## config.mk

```make
export PLATFORM = sky130hd
export DESIGN_NAME = enemy_missile_launcher
export DESIGN_NICKNAME = d
export VERILOG_FILES = /design/src/rtl/enemy_missile_launcher.sv
export SDC_FILE = /design/constraint.sdc
export NUM_CORES = 1
export LEC_CHECK = 0
export CAP_MARGIN = 15
export CORE_ASPECT_RATIO = 1.5
export CORE_MARGIN = 3
export CORE_UTILIZATION = 57
export CTS_CLUSTER_DIAMETER = 150
export DETAILED_ROUTE_END_ITERATION = 8
export PLACE_DENSITY = 0.92
export SKIP_CTS_REPAIR_TIMING = 1
export SYNTH_ARGS = -nofsm -noshare
export SYNTH_HDL_FRONTEND = slang
export SYNTH_SLANG_ARGS = --single-unit
export TNS_END_PERCENT = 1
```

## constraint.sdc

```tcl
create_clock -name clk -period 7.9 [get_ports clk]
set_clock_uncertainty 0.1 [all_clocks]
set_input_delay 0.79 -clock clk [delete_from_list [all_inputs] [get_ports clk]]
set_output_delay 0.79 -clock clk [all_outputs]
set_load 0.1 [all_outputs]
```

## src/rtl/enemy_missile_launcher.sv

```systemverilog
// Enemy missile launcher: waits a frame-tick delay, picks a living city,
// flies a missile toward it one pixel per frame, and reports impact or intercept.
module enemy_missile_launcher #(
    parameter logic [9:0]  START_X     = 10'd320,
    parameter logic [9:0]  TARGET_X0   = 10'd100,
    parameter logic [9:0]  TARGET_X1   = 10'd320,
    parameter logic [9:0]  TARGET_X2   = 10'd540,
    parameter logic [9:0]  GROUND_Y    = 10'd440,
    parameter int unsigned SPAWN_DELAY = 60
) (
    input  logic       clk,
    input  logic       rst,
    input  logic [2:0] target_sel,
    input  logic       frame_tick,
    input  logic [2:0] city_alive,
    input  logic       intercept,
    output logic [9:0] missile_x,
    output logic [9:0] missile_y,
    output logic       missile_active,
    output logic [1:0] target_idx,
    output logic       impact,
    output logic [1:0] impact_idx,
    output logic       intercepted
);

    localparam int unsigned CW = (SPAWN_DELAY < 2) ? 1 : $clog2(SPAWN_DELAY + 1);
    localparam logic [CW-1:0] DELAY_LD = CW'(SPAWN_DELAY);

    typedef enum logic [1:0] {IDLE, ARM, FLY, IMPACT} state_t;

    state_t        state, state_n;
    logic [CW-1:0] cnt, cnt_n;
    logic [9:0]    x_n, y_n, y_inc, tgt_x;
    logic [1:0]    tidx_n, iidx_n;
    logic          intc_n;
    logic [1:0]    base, cand, pick;
    logic          pick_ok;

    // First living city at or after the requested index, wrapping 2 -> 0.
    always_comb begin
        base    = (target_sel > 3'd2) ? 2'd0 : target_sel[1:0];
        cand    = '0;
        pick    = '0;
        pick_ok = 1'b0;
        for (int unsigned k = 0; k < 3; k++) begin
            cand = 2'((32'(base) + k) % 3);
            if (!pick_ok && city_alive[cand]) begin
                pick    = cand;
                pick_ok = 1'b1;
            end
        end
    end

    always_comb begin
        case (target_idx)
            2'd0:    tgt_x = TARGET_X0;
            2'd1:    tgt_x = TARGET_X1;
            default: tgt_x = TARGET_X2;
        endcase
    end

    always_comb begin
        state_n = state;
        cnt_n   = cnt;
        x_n     = missile_x;
        y_n     = missile_y;
        tidx_n  = target_idx;
        iidx_n  = impact_idx;
        intc_n  = 1'b0;
        y_inc   = missile_y + 10'd1;
        case (state)
            IDLE: begin
                if (frame_tick) begin
                    if (cnt == '0) state_n = ARM;
                    else           cnt_n   = cnt - CW'(1);
                end
            end
            ARM: begin
                if (pick_ok) begin
                    state_n = FLY;
                    x_n     = START_X;
                    y_n     = '0;
                    tidx_n  = pick;
                end else begin
                    state_n = IDLE;
                    cnt_n   = DELAY_LD;
                end
            end
            FLY: begin
                // Intercept takes precedence over a same-edge ground arrival.
                if (intercept) begin
                    state_n = IDLE;
                    cnt_n   = DELAY_LD;
                    intc_n  = 1'b1;
                end else if (frame_tick) begin
                    y_n = y_inc;
                    if (missile_x < tgt_x)      x_n = missile_x + 10'd1;
                    else if (missile_x > tgt_x) x_n = missile_x - 10'd1;
                    if (y_inc == GROUND_Y) begin
                        state_n = IMPACT;
                        iidx_n  = target_idx;
                    end
                end
            end
            IMPACT: begin
                state_n = IDLE;
                cnt_n   = DELAY_LD;
            end
            default: begin
                state_n = IDLE;
                cnt_n   = DELAY_LD;
            end
        endcase
    end

    always_ff @(posedge clk) begin
        if (rst) begin
            state       <= IDLE;
            cnt         <= DELAY_LD;
            missile_x   <= START_X;
            missile_y   <= '0;
            target_idx  <= '0;
            impact_idx  <= '0;
            intercepted <= 1'b0;
        end else begin
            state       <= state_n;
            cnt         <= cnt_n;
            missile_x   <= x_n;
            missile_y   <= y_n;
            target_idx  <= tidx_n;
            impact_idx  <= iidx_n;
            intercepted <= intc_n;
        end
    end

    assign missile_active = (state == FLY);
    assign impact         = (state == IMPACT);

endmodule

```

==> results list <==
- Share of the yosys chip area belonging to registers: 0.282
- Status: complete, no violations
- Number of nets in the layout: roughly 360
- The min-delay analysis places its worst path in the category reg2reg.
- In the finished design, the share of the clock period the worst path needs comes to 0.466.
* Number of inserted diodes: 0
- Of the total power, the share spent switching nets is 0.232.
- Post-Synthesis Net Count: 331
* Post-synthesis area per instance: between 7 and 8 sq um
- Average via count per standard cell: 6.09
- Worst setup SP type: flop
- After global routing the overflow that remains totals 0.
* I/O pin count: 37
- Clock Sink Count: 33
- Data arrives at the worst endpoint at 3.76 ns.
- The number of pins with negative max-slew slack in the final report is 0.
* First-pass detailed-route iteration total: 4
- HPWL after detailed placement: 4130 um
- Placer congestion estimate: 0.792
* Fillcell total: 305
- Summing every instance area after synthesis gives 0.00234 sq mm.
- TritonCTS built the clock tree.
* Proportion of register bits with asynchronous set or reset after synthesis: 0
- Max-cap violations in this run came to 0.
- Vias: 2,290
* Static leakage: around 1.1 nW
- Dividing total power by cell area gives a power density of 131 mW/mm^2.
* CP endpoint kind: flop
- Counting every instance in the synthesized netlist gives between 200 and 300.
- Die X-Extent: between 50 and 60 um
- The cell sitting at the root of the clock tree is a clkbuf_8.
- Including well taps, the total number of placed cells is 368.
- Wire length of the first global-routing pass: 9690 um
- Total net switching power: 0.0862 mW
* Max VDD drop: 0.143 mV
- After synthesis the netlist holds a flip-flop and latch count of 33.
- Clk_lat worst skew: around 0.30 ns
* Initial core utilization: 0.613
* Number of I/O port buffers: 36
- Cts bufs inserted: 5
- STA puts the critical path data required time at 7.98 ns.
* Worst-Margin Slew: ~0.99 ns
- The clock tree synthesis step divided the H-tree into 2 levels.
- Max-Slew Margin vs Limit: 0.336
* Final Hold Fails: 0
- Counting along the longest clock path gives a buffer depth of 2.
- The core region is 0.00382 sq mm.
- Count of cell types in the netlist: 53
* Number of flops mapped to enable cells by yosys: 0
- Post-layout util: 0.741
* Wire length per cell: 15.2 um
- Setup TNS: 0 ns
- Peak Freq: roughly 0.27 GHz
- Entering global routing, the biggest net connects 32 pins.
- Detailed Route WL: 5720 um
* Internal Power: 0.285 mW
- Comb power frac: 0.082
* RSZ-0062 raised after global routing: false
* Sequential fraction of design power: 0.460
- Along the worst path, the maximum fanout reaches 10.
- After routing the design area is 0.00283 sq mm.
* Placed Instance Area: between 0.002 and 0.003 sq mm
* Number of warnings reported in the yosys synthesis log: 0
- The floorplan step set the die height to 84.5 um.
- DRC violations left: 0
* Minimum period implied by the final worst setup slack: roughly 3.7 ns
- The via count of the first global-routing pass came to 2,210.
- Category of the critical setup timing path: reg2reg
* Aggregate global-route resource usage: 0.246
- Share of post-route cells with drive strength above 1: 0.0661
- Post-DRT Antenna Nets: 0
* Clock-pin slew on the worst setup and hold paths: 0.07 ns
- Of the total power, the clock network draws 0.459.
* Number of antenna violations at the first check in global routing: 0
- Ys flop type: dfxtp_1
- Area growth from synthesis to layout: 20.8%
- Die footprint: 0.00493 sq mm
- Setup violations remaining at the end of the flow were counted as 0.
- The count of cells in the finished layout, fillers not included, comes to approximately 380.
- The first routing iteration left roughly 120 violations.
- Standard-cell row count: 27
-- cell type report --
class / count / area [sq um] / share of cell area
Tap cell: 43 / 53.8 / 0.0190
Sequential cell: 33 / 661 / 0.234
Clock buffer: 7 / 86.3 / 0.0305
Inverter: 14 / 52.6 / 0.0186
Clock inverter: 1 / 30.0 / 0.0106
Multi-Input combinational cell: 241 / 1580 / 0.558
Timing Repair Buffer: 37 / 368 / 0.130
-- synth_stat cells, drive strengths merged (4+ instances only) --
library cell / number / area [sq um]
o22ai: 4 / 25.0
a21oi: 27 / 135
and3: 5 / 31.3
xor2: 7 / 61.3
nor3: 8 / 45.0
o211ai: 4 / 30.0
dfxtp: 33 / 661
nor2: 35 / 131
nand3: 17 / 95.1
nand2: 35 / 134
inv: 14 / 52.6
mux2i: 4 / 40.0
o21ai: 12 / 63.8
clkbuf: 8 / 30.0
xnor2: 6 / 52.6
ha: 21 / 263
nand2b: 6 / 37.5
-- power by group through the flow --
stage / Sequential [mW] / Combinational (mW) / Clock, mW
CTS: 0.171 / 0.0302 / 0.170
global route: 0.171 / 0.0333 / 0.176
finish: 0.171 / 0.0304 / 0.170
floorplan: 0.174 / 0.0207 / 0
global placement: 0.174 / 0.0288 / 0
detailed placement: 0.174 / 0.0296 / 0
-- placed cells by master (no fill, tap or decap), types with 7 or more instances in the layout --
cell and instances:
nor2_1 35, nand2_1 34, a21oi_1 27, inv_1 13, nand3_1 15, o21ai_0 11, nor3_1 7, xor2_1 7
ha_1 21, dfxtp_1 33, clkdlybuf4s50_1 36
-- per-stage QoR --
| step | hold slack (ns) | power, mW | setup slack, ns |
|---|---|---|---|
| 2_1_floorplan | 0.360 | 0.195 | 3.92 |
| 4_1_cts | 0.401 | 0.371 | 4.23 |
| 5_1_grt | 0.439 | 0.380 | 4.04 |
| 6_report | 0.400 | 0.371 | 4.22 |
| 3_5_place_dp | 0.391 | 0.204 | 3.99 |
| 3_3_place_gp | 0.382 | 0.203 | 4.07 |
-- worst paths after layout --
path         slack [ns]  cells after the start            to     startpoint
max                4.22                     14  missile_x[7]  target_idx[1]
min                0.40                      2  missile_x[2]   missile_x[2]
max reg2reg        4.22                     14  missile_x[7]  target_idx[1]
min reg2reg        0.40                      2  missile_x[2]   missile_x[2]
-- worst max-delay path, stage by stage (launching register included) --
cell,delay [ns]
dfxtp_1,0.48
inv_1,0.15
ha_1,0.32
nor2b_1,0.15
o211ai_1,0.17
a21oi_1,0.09
or2_2,0.40
ha_1,0.33
a211oi_1,0.28
o21bai_1,0.14
a2111oi_0,0.47
nor3_1,0.12
xnor2_1,0.15
a2bb2oi_1,0.17
nor2_1,0.05
-- per-layer routing --
metal	vias up	wire length, um	track usage
li1	1132	-	-
met4	0	155	0.120
met3	12	274	0.0431
met1	1069	2210	0.259
met5	-	0	0
met2	77	3090	0.451
-- sequential cells by signal, summed over array words and instances, names as in the netlist --
signal / cells
impact_idx: 2
missile_y: 10
target_idx: 2
state: 2
cnt: 6
missile_x: 10
intercepted: 1
-- cells by family (layout without fill, tap and decap cells) --
logic type,Yosys count,in the layout,synth area share
AND/OR/NAND/NOR,131,131,0.280
AO/OA/AOI/OAI,70,70,0.202
flip-flops,33,33,0.282
buffers and inverters,25,59,0.0444
adder cells (fa/ha/maj),22,22,0.121
XOR/XNOR,13,13,0.0486
multiplexers,5,5,0.0219
Power figures use the tool's default switching activity.
